==> src/rtl/clk_period_meter.sv <==
// clk_period_meter: measures high time, low time and period of a slow asynchronous
// square wave in clk cycles; results delivered over a valid/ready handshake.
`default_nettype none

module clk_period_meter #(
  parameter int N           = 28,
  parameter int SYNC_STAGES = 2
) (
  input  logic         clk,
  input  logic         rst,
  input  logic         en,
  input  logic         in_sig,
  output logic [N-1:0] high_len,
  output logic [N-1:0] low_len,
  output logic [N:0]   period,
  output logic         result_valid,
  input  logic         result_ready,
  output logic         timeout,
  output logic         overrun
);

  localparam logic [N-1:0] CNT_MAX = '1;
  localparam logic [N-1:0] CNT_ONE = N'(1);

  typedef enum logic [1:0] {
    IDLE      = 2'd0,
    WAIT_RISE = 2'd1,
    MEAS_HIGH = 2'd2,
    MEAS_LOW  = 2'd3
  } state_t;

  state_t                 state, state_next;
  logic [SYNC_STAGES-1:0] sync;
  logic                   s, s_d, rise, fall;
  logic [N-1:0]           cnt, cnt_next;
  logic [N-1:0]           hi_tmp, hi_tmp_next;
  logic                   capture, sat_hit, flag_clear;

  always_ff @(posedge clk) begin
    if (rst) begin
      sync <= '0;
      s_d  <= 1'b0;
    end else begin
      sync <= {sync[SYNC_STAGES-2:0], in_sig};
      s_d  <= sync[SYNC_STAGES-1];
    end
  end

  assign s    = sync[SYNC_STAGES-1];
  assign rise = s & ~s_d;
  assign fall = ~s & s_d;

  always_comb begin
    state_next  = state;
    cnt_next    = cnt;
    hi_tmp_next = hi_tmp;
    capture     = 1'b0;
    sat_hit     = 1'b0;
    flag_clear  = 1'b0;
    if (!en) begin
      state_next = IDLE;
      cnt_next   = '0;
    end else begin
      case (state)
        IDLE: begin
          state_next = WAIT_RISE;
          flag_clear = 1'b1;
        end
        WAIT_RISE: begin
          if (rise) begin
            cnt_next   = CNT_ONE;
            state_next = MEAS_HIGH;
          end
        end
        MEAS_HIGH: begin
          if (fall) begin
            hi_tmp_next = cnt;
            cnt_next    = CNT_ONE;
            state_next  = MEAS_LOW;
          end else if (cnt == CNT_MAX) begin
            sat_hit    = 1'b1;
            cnt_next   = '0;
            state_next = WAIT_RISE;
          end else begin
            cnt_next = cnt + CNT_ONE;
          end
        end
        MEAS_LOW: begin
          if (rise) begin
            capture    = 1'b1;
            cnt_next   = CNT_ONE;
            state_next = MEAS_HIGH;
          end else if (cnt == CNT_MAX) begin
            sat_hit    = 1'b1;
            cnt_next   = '0;
            state_next = WAIT_RISE;
          end else begin
            cnt_next = cnt + CNT_ONE;
          end
        end
        default: state_next = IDLE;
      endcase
    end
  end

  always_ff @(posedge clk) begin
    if (rst) begin
      state        <= IDLE;
      cnt          <= '0;
      hi_tmp       <= '0;
      high_len     <= '0;
      low_len      <= '0;
      period       <= '0;
      result_valid <= 1'b0;
      timeout      <= 1'b0;
      overrun      <= 1'b0;
    end else begin
      state  <= state_next;
      cnt    <= cnt_next;
      hi_tmp <= hi_tmp_next;
      // A capture in the same cycle as an accept keeps valid high without overrun.
      if (!en) begin
        result_valid <= 1'b0;
      end else if (capture) begin
        high_len     <= hi_tmp;
        low_len      <= cnt;
        period       <= {1'b0, hi_tmp} + {1'b0, cnt};
        result_valid <= 1'b1;
      end else if (result_valid && result_ready) begin
        result_valid <= 1'b0;
      end
      if (flag_clear) begin
        timeout <= 1'b0;
        overrun <= 1'b0;
      end else begin
        if (sat_hit)
          timeout <= 1'b1;
        if (capture && result_valid && !result_ready)
          overrun <= 1'b1;
      end
    end
  end

endmodule

`default_nettype wire

==> config.mk <==
export PLATFORM = sky130hd
export DESIGN_NAME = clk_period_meter
export DESIGN_NICKNAME = d
export VERILOG_FILES = /design/src/rtl/clk_period_meter.sv
export SDC_FILE = /design/constraint.sdc
export NUM_CORES = 1
export LEC_CHECK = 0
export ABC_AREA = 1
export ABC_CLOCK_PERIOD_IN_PS = 4500
export CELL_PAD_IN_SITES_DETAIL_PLACEMENT = 0
export CELL_PAD_IN_SITES_GLOBAL_PLACEMENT = 2
export CORE_ASPECT_RATIO = 0.9
export CORE_MARGIN = 2
export CORE_UTILIZATION = 33
export CTS_CLUSTER_DIAMETER = 60
export CTS_CLUSTER_SIZE = 16
export DETAILED_ROUTE_END_ITERATION = 6
export PLACE_DENSITY = 0.95
export SETUP_SLACK_MARGIN = 0.3
export SYNTH_ARGS = -nofsm -noshare
export SYNTH_HDL_FRONTEND = slang
export SYNTH_SLANG_ARGS = --single-unit
==> constraint.sdc <==
create_clock -name clk -period 4.5 [get_ports clk]
set_input_delay 0.45 -clock clk [delete_from_list [all_inputs] [get_ports clk]]
set_output_delay 0.45 -clock clk [all_outputs]
set_load 0.05 [all_outputs]
# Word level (Yosys, flattened, before mapping)
# Index checks and enable logic that the tools add are counted.
# word_totals
register_bits,149
out_inout_bits,88
input_bits,5
elab_cells,57
# classes
mux,22
reduce_logical,12
n_addsub,2
eq_ne,5
n_bitwise,5
# ops
operator,count
28-bit 2-to-1 mux,4
28-bit case mux with 3 select lines,1
28-bit by 28-bit adder with 29-bit output,1
28-bit by 1-bit adder with 28-bit output (second input constant),1
28-bit == test (second input constant),1
1-bit 2-to-1 mux,11
2-bit 2-to-1 mux,4
2-bit case mux with 4 select lines,1
2-bit == test (second input constant),2
2-bit AND reduction,2
2-bit OR reduction,2
1-bit logical AND,3
1-bit NOT,3
3-bit AND reduction,1
3-bit nonzero test,1
1-bit AND,2
2-bit by 1-bit == test with 1-bit output (second input constant),1
2-bit logical NOT,1
2-bit inequality test (second input constant),1
1-bit case mux with 2 select lines,1
2-bit nonzero test,1
1-bit logical NOT,1

# Logic depth before layout (Yosys ltp)
# Gate-level depths: netlist of the first run.
# depth
ltp_word,7
ltp_mapped,13
depth_no_buf,13

# Least setup slack after synthesis of the first run
# Ideal clock, no wire load.
# synth_path
kind,reg2reg
from,register cnt[0]
to,register period[16]
stages_incl_launch_ff,12
setup_slack_ns,2.690
arrival_time_ns,1.694
path_buffers,0
path_cell_list,dfxtp_1 ha_1 fa_1 nand2_1 nand3_1 nand3_1 nand2_1 nand2_1 nand2_1 xor2_1 o21ai_0 inv_1
# synth_between
elab_chain_len,1
# synth_rtl
item,line_no,text
from (decl),35,"logic [N-1:0] cnt, cnt_next;"
from (signal assigned),119,cnt <= cnt_next;
28-bit by 28-bit adder with 29-bit output,127,"period <= {1'b0, hi_tmp} + {1'b0, cnt};"
to (signal assigned),127,
to (decl),15,"output logic [N:0] period,"
# No other way between the ends.
# A chain may end at the register's enable or synchronous reset.

# Worst setup path after layout of the first run
# layout_path
from,register cnt[1]
to,register cnt[12]
# layout_between
elab_chain_len,4
elab_cells_between_ends,6
# layout_rtl
item,line_no,text
28-bit by 1-bit adder with 28-bit output or 28-bit == test (tied branches),n/a,
28-bit 2-to-1 mux (*),"80, 93",
28-bit 2-to-1 mux (on tied branches),"89, 76",
28-bit case mux with 3 select lines (*),64,case (state)
# Mark *: on every way between the ends. The rest lies on a longest branch, timed or not.

==> flow_summary.ini, run 1 <==
[floorplanning]
die_w_um = 168
ios = 93
dieArea_sq_mm = 0.0254
die_h_um = 151
rows = 53
core_area_sq_mm = 0.0235
start_util_pct = 33.8

[min_path]
hold-path-cell-count = 2
holdPathEnd = sync[1]$_SDFF_PP0_
worstHoldStart = sync[0]$_SDFF_PP0_
hold_path_class = reg -> reg

[final_layout]
final_core_util_pct = 41.2
nets = 1327
fillers = 2526
drive_gt1_share_pct = 5.90
n_antenna_cell = 0
area_growth_pct = 22.1

[global_routing]
grt_remaining_overflow = 0
grt_usage_pct = 19.0
grt_max_degree = 93
grt_pass1_vias = 7032
grt_pass1_wl_mm = 38.1
antenna_found_initial = 0

[critical_path]
cpMaxStageDelayCell = dfxtp_1
r2r_start = cnt[1]$_SDFFE_PP0P_
path_class = reg -> reg
critical_path.max_fanout = 13
rr_worst_depth = 12
required_ns = 4.83
path_cells = ha_1 -> nand2_2 -> nor2_4 -> nand2_4 -> nor3_4 -> nand4_4 -> nand2_4 -> nand2_4 -> nand2_4 -> inv_2 -> nand2_1 -> inv_1
worstSetupStartpointType = register
critical-path-max-stage-delay_ns = 0.51
setup.worst_path.end_class = register
r2r_slack_ns = 2.17
crit_top_cell = nand2_4
arrival_ns = 2.67
r2r_end = cnt[12]$_SDFFE_PP0P_

[clocking]
cts_num_sinks = 149
cts_tree = yes
insertion_delay_ns = 0.43
root_buffer = clkbuf_16
cts_setup_buffers = 0
h-tree-depth = 4
cts_resized = 0
cts_inserted_buffers = 17
clkTransAtPathRegs_ns = 0.06
ctsHoldBuffers = 0
clockBufferDepth = 2

[pwr]
ir_drop_mv = 0.169
leakage_nw = 4.45
power_mw = 2.78
power_density_mw_per_mm2 = 286

[logic_synthesis]
syn-num-nets = 1250
syn_inst = 1215
ys_warn_count = 0
avgSynthCellArea_sq_um = 6.54
synthesis.area_sq_mm = 0.00795
ys_seq_elements = 149
ys_seq_area_share_pct = 37.5
synth_cell_type_count = 41

[drt]
vias = 7494
drt-wirelength-per-cell_um = 14.5
viasPerCell = 4.67
firstDrtPassIters = 5
drc = 0
drtIter0Drc = 529
route.antenna.remaining_nets = 0
wl_mm = 23.3

[placement]
dp_hpwl_mm = 17.5
io_buffers = 92
gp_congestion = 0.902

[sta]
min_period_ns = 2.33
setup_viol = 0
drv_slew = 0
finalCritPeriodShare_pct = 51.9
hold_viol = 0
tightest_slew_ns = 1.20
skew_ns = 0.00632
max_freq_ghz = 0.428
relSlewSlack_pct = 19.9
setup_tns_ns = 0
rsz0062_at_grt = false

[outcome]
status = finished clean

[run]
maxCapViolCount = 0
==> kinds of logic after synthesis <==
kind of cell             share of synthesized area, %
XOR/XNOR                                         2.64
AND/OR/NAND/NOR                                  33.4
flip-flops                                       37.5
buffers and inverters                            10.2
adder cells (fa/ha/maj)                          4.82
AO/OA/AOI/OAI                                    11.4
==> cell usage in the layout (no fill, tap or decap), drive strengths merged, types with 2 or more instances in the layout <==
cell type and instances:
a21oi 49, a31oi 3, and2 3, buf 5, bufinv 2, clkbuf 19
clkdlybuf4s50 92, clkinv 7, clkinvlp 3, dfxtp 149, ha 29, inv 169
nand2 276, nand3 52, nand4 15, nor2 266, nor3 11, o211ai 3
o21ai 112, o21bai 3, or2 4, xnor2 4, xor2 20
==> cells in the mapped netlist <==
cell | instances | share of area [%]
a211oi_1 | 1 | 0.094
nor3_2 | 1 | 0.13
nand3b_1 | 1 | 0.094
and2_1 | 3 | 0.24
nor2_1 | 249 | 12
buf_1 | 2 | 0.094
nor3_4 | 1 | 0.20
o21ai_0 | 107 | 6.7
nand2_2 | 4 | 0.31
buf_2 | 11 | 0.69
o21bai_1 | 3 | 0.28
o22ai_1 | 1 | 0.079
nor3_1 | 9 | 0.57
inv_1 | 162 | 7.6
or2_2 | 3 | 0.24
buf_12 | 1 | 0.25
xor2_1 | 20 | 2.2
a31oi_1 | 3 | 0.24
clkinv_1 | 1 | 0.047
nand4_4 | 1 | 0.27
o211ai_1 | 3 | 0.28
fa_1 | 1 | 0.25
o21a_1 | 1 | 0.094
nand4_1 | 14 | 1.1
o31ai_1 | 1 | 0.094
xnor2_1 | 4 | 0.44
a21oi_1 | 49 | 3.1
clkbuf_1 | 25 | 1.2
a21o_1 | 1 | 0.094
or2_0 | 1 | 0.079
nand3_1 | 51 | 3.2
inv_2 | 6 | 0.28
nand3_2 | 1 | 0.13
nor4_2 | 1 | 0.16
ha_1 | 29 | 4.6
o21ai_1 | 5 | 0.31
nand2_1 | 267 | 13
dfxtp_1 | 149 | 38
nor2_2 | 12 | 0.94
nor2_4 | 5 | 0.71
nand2_4 | 5 | 0.71
==> critical path, delay by kind of cell, from the launching register on <==
| kind | cells | cell delay, ns |
|---|---|---|
| buffers and inverters | 2 | 0.12 |
| adders and majority gates | 1 | 0.28 |
| and+or+nand+nor | 9 | 1.32 |
| DFF | 1 | 0.51 |
==> per-layer routing <==
layer,GRT usage [%],vias to the layer above,share of wire [%]
met3,3.95,17,5.6
met5,0,-,0
met2,29.2,197,42
li1,-,3940,-
met4,4.61,0,0.94
met1,27.2,3340,51
==> per-stage QoR <==
step / hold WS, ns / cell area, sq um / instances / worst slack [ns]
3_5_place_dp: 0.407 / 9140 / 1575 / 1.91
4_1_cts: 0.416 / 9710 / 1606 / 2.16
5_1_grt: 0.443 / 9710 / 1606 / 1.98
2_1_floorplan: 0.388 / 7950 / 1215 / 2.69
3_3_place_gp: 0.397 / 9140 / 1575 / 1.96
6_report: 0.423 / 9710 / 1606 / 2.17
==> sequential cells by signal, summed over array words and instances (netlist names) <==
name / cells
result_valid: 1
period: 29
sync: 2
s_d: 1
state: 2
low_len: 28
timeout: 1
hi_tmp: 28
high_len: 28
cnt: 28
overrun: 1
==> power breakdown <==
group	leakage, nW	switching [mW]	internal [mW]
sequential	1.20	0.00238	1.32
clock	0.275	0.579	0.827
combinational	2.97	0.0373	0.0134
total	4.45	0.619	2.16
==> final cells by class <==
cell class / count / area [sq um] / share of cell area, %
flip-flops and latches: 149 / 2980 / 30.7
clock inverters: 12 / 129 / 1.33
clock buffers: 19 / 443 / 4.56
inverters: 169 / 636 / 6.55
well taps: 302 / 378 / 3.89
multi-input cells: 858 / 4170 / 43.0
repair buffers: 97 / 971 / 10.0
==> worst max path at each step <==
stage / startpoint / endpoint / slack, ns / depth (start not counted)
floorplan: cnt[0]$_SDFFE_PP0P_ / period[16]$_SDFFE_PP0P_ / 2.69 / 11
global placement: en / period[12]$_SDFFE_PP0P_ / 1.96 / 8
detailed placement: en / hi_tmp[5]$_SDFFE_PP0P_ / 1.91 / 7
CTS: cnt[1]$_SDFFE_PP0P_ / cnt[12]$_SDFFE_PP0P_ / 2.16 / 12
global route: cnt[1]$_SDFFE_PP0P_ / cnt[6]$_SDFFE_PP0P_ / 1.98 / 12
finish: cnt[1]$_SDFFE_PP0P_ / cnt[12]$_SDFFE_PP0P_ / 2.17 / 12
No activity file was read; power rests on OpenSTA's default activity.
==> run 2, diff against run 1 <==
--- a/config.mk
+++ b/config.mk
@@ -6,16 +6,16 @@
 export NUM_CORES = 1
 export LEC_CHECK = 0
 export ABC_AREA = 1
-export ABC_CLOCK_PERIOD_IN_PS = 4500
+export ABC_CLOCK_PERIOD_IN_PS = 2100
 export CELL_PAD_IN_SITES_DETAIL_PLACEMENT = 0
 export CELL_PAD_IN_SITES_GLOBAL_PLACEMENT = 2
 export CORE_ASPECT_RATIO = 0.9
 export CORE_MARGIN = 2
-export CORE_UTILIZATION = 33
+export CORE_UTILIZATION = 28
 export CTS_CLUSTER_DIAMETER = 60
 export CTS_CLUSTER_SIZE = 16
 export DETAILED_ROUTE_END_ITERATION = 6
-export PLACE_DENSITY = 0.95
+export PLACE_DENSITY = 0.88
 export SETUP_SLACK_MARGIN = 0.3
 export SYNTH_ARGS = -nofsm -noshare
 export SYNTH_HDL_FRONTEND = slang
==> constraint.sdc (replaced) <==
create_clock -name clk -period 2.1 [get_ports clk]
set_input_delay 0.21 -clock clk [delete_from_list [all_inputs] [get_ports clk]]
set_output_delay 0.21 -clock clk [all_outputs]
set_load 0.05 [all_outputs]
==> flow_summary.ini, run 2 (synthesis results as in run 1) <==
[global_routing]
grt_remaining_overflow = 0
grt_max_degree = 66
grt_pass1_wl_mm = 42.6
antenna_found_initial = 2
grt_usage_pct = 18.6
grt_pass1_vias = 7535

[floorplanning]
start_util_pct = 28.5
ios = 93
die_w_um = 182
rows = 58
core_area_sq_mm = 0.0279
dieArea_sq_mm = 0.0298
die_h_um = 164

[clocking]
cts_num_sinks = 149
root_buffer = clkbuf_16
clkTransAtPathRegs_ns = 0.08
h-tree-depth = 4
cts_tree = yes
insertion_delay_ns = 0.45
clockBufferDepth = 2
cts_inserted_buffers = 17

[critical_path]
setup.worst_path.end_class = register
cpMaxStageDelayCell = dfxtp_4
required_ns = 2.45
path_cells = ha_4 -> fa_2 -> buf_4 -> nand2_2 -> nand3_4 -> nand3_2 -> nand3_1 -> nand2_1 -> nand3_1 -> nand2_1 -> inv_1
arrival_ns = 2.21
worstSetupStartpointType = register
critical_path.max_fanout = 4
path_class = reg -> reg
critical-path-max-stage-delay_ns = 0.37
critPathBufInv = 2
rr_worst_depth = 11
crit_cells = 11
cp_top_family = simple AND/OR/NAND/NOR gates

[drt]
drc = 0
drt-met1-wl_mm = 13.5
route.antenna.remaining_nets = 0
top_layer = met4
met2WireLength_mm = 12.6
wl_met3_mm = 1.03
firstDrtPassIters = 7
wl_mm = 27.6
drt-wirelength-per-cell_um = 15.8
vias = 8007
viasPerCell = 4.59
drtIter0Drc = 480

[pwr]
leakage_nw = 5.76
ir_drop_mv = 0.435
power_density_mw_per_mm2 = 533
power_mw = 6.05

[sta]
setup_viol = 0
relSlewSlack_pct = 66.2
tightest_slew_ns = 0.506
min_period_ns = 1.86
rsz0062_at_grt = true
skew_ns = 0.0131
hold_viol = 0
holdWs_ns = 0.279
finalCritPeriodShare_pct = 88.7
max_freq_ghz = 0.537
drv_slew = 0
fin_ws_ns = 0.237

[final_layout]
regMostFlops = period
layout_common_cells = 222 x nor2_1, 219 x nand2_1, 150 x inv_1, 113 x dfxtp_1, 93 x o21ai_0
regArea_sq_mm = 0.00304
area_growth_pct = 42.8
fillers = 2971
multi_input_area_sq_mm = 0.00505
largest_reg_flops = 29
final_common_cell = nor2_1
final_cells = 1744
drive_gt1_share_pct = 24.9
nets = 1406
n_antenna_cell = 0

[min_path]
hold-path-cell-count = 3
hold_path_class = in -> reg

[run]
maxCapViolCount = 0

[placement]
io_buffers = 92
gp_congestion = 0.934
dpl_worst_slack_ns = -0.0137
dp.cells = 1694
dp_hpwl_mm = 20.8

[outcome]
status = finished clean
-- run 2: cell type report --
type | instances | share of cell area (%)
multi-input cells | 858 | 44.5
flip-flops and latches | 149 | 26.8
repair buffers | 176 | 13.8
inverters | 169 | 5.67
well taps | 360 | 3.97
clock buffers | 17 | 3.75
clock inverters | 15 | 1.47
-- run 2: where the power goes --
part	internal, mW	switching, mW	total (mW)
Clock	1.59	1.50	3.08
Combinational	0.0478	0.0965	0.144
Sequential	2.82	0.00413	2.82
Total	4.45	1.60	6.05
-- run 2: timing repair --
action,in CTS,in global routing
setup endpoints to repair,120,79
hold buffers,0,0
pin swaps,6,49
gates resized for setup,157,193
hold endpoints to repair,0,0
buffers inserted,4,14
-- run 2: per-stage QoR --
| step | TNS [ns] | util [%] | area, sq um |
|---|---|---|---|
| 3_5_place_dp | -0.0137 | 34.8 | 9710 |
| 4_1_cts | 0 | 37.9 | 10600 |
| 2_1_floorplan | 0 | - | 7950 |
| 5_1_grt | 0 | 40.6 | 11400 |
| 6_report | 0 | 40.6 | 11400 |
| 3_3_place_gp | -0.0000515 | 34.8 | 9710 |
-- run 2: path summary, 6_finish.rpt --
check	slack, ns	to	start
worst max-delay path	0.24	period[22]$_SDFFE_PP0P_	cnt[0]$_SDFFE_PP0P_
worst min-delay path	0.28	sync[0]$_SDFF_PP0_	in_sig
worst max register to register	0.24	period[22]$_SDFFE_PP0P_	cnt[0]$_SDFFE_PP0P_
worst min register to register	0.41	sync[1]$_SDFF_PP0_	sync[0]$_SDFF_PP0_
-- run 2: routing by layer --
layer	vias to the layer above	global-route usage, %
met2	171	30.1
li1	4118	-
met5	-	0
met4	0	6.17
met3	31	2.64
met1	3687	25.6
-- run 2: worst reg2reg max path, stage by stage (launching register included) --
cell and delay [ns]:
dfxtp_4 0.37, ha_4 0.17, fa_2 0.37, buf_4 0.16
nand2_2 0.08, nand3_4 0.12, nand3_2 0.12, nand3_1 0.07
nand2_1 0.06, nand3_1 0.11, nand2_1 0.09, inv_1 0.04
==> run 3, diff against run 2 <==
--- a/config.mk
+++ b/config.mk
@@ -7,10 +7,11 @@
 export LEC_CHECK = 0
 export ABC_AREA = 1
 export ABC_CLOCK_PERIOD_IN_PS = 2100
+export CAP_MARGIN = 0
 export CELL_PAD_IN_SITES_DETAIL_PLACEMENT = 0
 export CELL_PAD_IN_SITES_GLOBAL_PLACEMENT = 2
 export CORE_ASPECT_RATIO = 0.9
-export CORE_MARGIN = 2
+export CORE_MARGIN = 5
 export CORE_UTILIZATION = 28
 export CTS_CLUSTER_DIAMETER = 60
 export CTS_CLUSTER_SIZE = 16
==> flow_summary.ini, run 3 (synthesis results as in run 1) <==
[outcome]
status = finished clean

[pwr]
ir_drop_mv = 0.540
swShare_pct = 23.6
pwr-share-seq_pct = 45.9
power_density_mw_per_mm2 = 555
power_switching_mw = 1.45
intPower_mw = 4.69
leakage_nw = 5.57
pwr-share-comb_pct = 2.0
power_mw = 6.14
clkPwrFrac_pct = 52.0

[sta]
hold_viol = 0
tightest_slew_ns = 0.562
min_period_ns = 1.78
max_freq_ghz = 0.561
setup_tns_ns = 0
skew_ns = 0.0112
rsz0062_at_grt = true
drv_slew = 0
finalCritPeriodShare_pct = 84.9
setup_viol = 0
relSlewSlack_pct = 62.2

[floorplanning]
rows = 58
dieArea_sq_mm = 0.0319
die_h_um = 170
ios = 93
core_area_sq_mm = 0.0280
start_util_pct = 28.4
die_w_um = 188

[min_path]
hold-path-cell-count = 3
hold_path_class = in -> reg

[drt]
drt-met1-wl_mm = 13.4
drt-wirelength-per-cell_um = 15.4
firstDrtPassIters = 5
wl_met3_mm = 1.18
top_layer = met4
viasPerCell = 4.56
route.antenna.remaining_nets = 0
wl_mm = 26.6
drc = 0
drtIter0Drc = 542
vias = 7886
met2WireLength_mm = 11.6

[placement]
io_buffers = 92
gp_congestion = 0.942
dp_hpwl_mm = 20.2

[critical_path]
cp_top_family = simple AND/OR/NAND/NOR gates
setup.worst_path.end_class = register
critical-path-max-stage-delay_ns = 0.34
arrival_ns = 2.13
rr_worst_depth = 11
path_class = reg -> reg
cpMaxStageDelayCell = dfxtp_2
critical_path.max_fanout = 4
required_ns = 2.44
path_cells = ha_4 -> buf_4 -> nand2_2 -> nor2_1 -> nand3_2 -> nand3_4 -> nand3_2 -> nand3_1 -> nand3_1 -> nand2_1 -> inv_1
worstSetupStartpointType = register
crit_cells = 11
critPathBufInv = 2

[clocking]
clockBufferDepth = 2
root_buffer = clkbuf_16
insertion_delay_ns = 0.44
clkTransAtPathRegs_ns = 0.07
cts_inserted_buffers = 17
cts_num_sinks = 149
h-tree-depth = 4
cts_tree = yes

[global_routing]
grt_remaining_overflow = 0
antenna_found_initial = 1
grt_usage_pct = 16.4
grt_max_degree = 74
grt_pass1_vias = 7582
grt_pass1_wl_mm = 41.9

[final_layout]
area_growth_pct = 39.2
drive_gt1_share_pct = 21.3
largest_reg_flops = 29
nets = 1390
n_antenna_cell = 0
regMostFlops = period
layout_common_cells = 233 x nand2_1, 226 x nor2_1, 155 x inv_1, 116 x dfxtp_1, 102 x o21ai_0
final_common_cell = nand2_1

[run]
maxCapViolCount = 0
-- run 3: worst paths after layout --
path                           from  slack (ns)                 endpoint
max          hi_tmp[8]$_SDFFE_PP0P_        0.32  period[18]$_SDFFE_PP0P_
min                          in_sig        0.32       sync[0]$_SDFF_PP0_
max reg2reg  hi_tmp[8]$_SDFFE_PP0P_        0.32  period[18]$_SDFFE_PP0P_
min reg2reg      sync[0]$_SDFF_PP0_        0.41       sync[1]$_SDFF_PP0_
-- run 3: power groups by stage --
stage | logic (mW) | clock network (mW) | registers (mW)
floorplan | 0.0754 | 0 | 2.90
global placement | 0.124 | 0 | 2.90
detailed placement | 0.125 | 0 | 2.90
CTS | 0.126 | 3.27 | 2.83
global route | 0.139 | 3.37 | 2.82
finish | 0.125 | 3.20 | 2.82
-- run 3: worst register-to-register path, stage by stage, from the launching register on --
cell	delay [ns]
dfxtp_2	0.34
ha_4	0.27
buf_4	0.13
nand2_2	0.10
nor2_1	0.23
nand3_2	0.14
nand3_4	0.12
nand3_2	0.09
nand3_1	0.08
nand3_1	0.10
nand2_1	0.07
inv_1	0.03
-- run 3: repair_timing --
action                                  4_1_cts  5_1_grt
buffers inserted                              3        5
endpoints found under the hold margin         0        0
gates cloned                                  0        0
endpoints found under the setup margin      109       75
resized for setup                           147      134
pin swaps                                    10       28
hold buffers                                  0        0
-- run 3: area by class of cell --
| type | count | area, sq um |
|---|---|---|
| clock buffer | 20 | 457 |
| inverter | 169 | 636 |
| multi-input combinational | 858 | 4880 |
| tap | 360 | 450 |
| timing repair buffer | 160 | 1450 |
| clock inverter | 12 | 144 |
| fill | 2971 | 16900 |
| sequential | 149 | 3050 |
-- run 3: through the flow --
step / utilization (%) / instance area [sq um] / setup WS, ns / cells / hold slack (ns)
2_1_floorplan: - / 7950 / 0.308 / 1215 / 0.317
3_3_place_gp: 34.5 / 9660 / 0.00596 / 1688 / 0.393
6_report: 39.5 / 11100 / 0.316 / 1728 / 0.317
3_5_place_dp: 34.5 / 9660 / 0.0113 / 1688 / 0.394
4_1_cts: 37.7 / 10600 / 0.251 / 1723 / 0.294
5_1_grt: 39.5 / 11100 / 0.208 / 1728 / 0.313
-- run 3: routing by layer --
| metal | up-vias | global-route usage (%) |
|---|---|---|
| met5 | - | 0 |
| met4 | 0 | 4.50 |
| met3 | 28 | 2.83 |
| met2 | 189 | 26.1 |
| met1 | 3590 | 23.1 |
| li1 | 4079 | - |
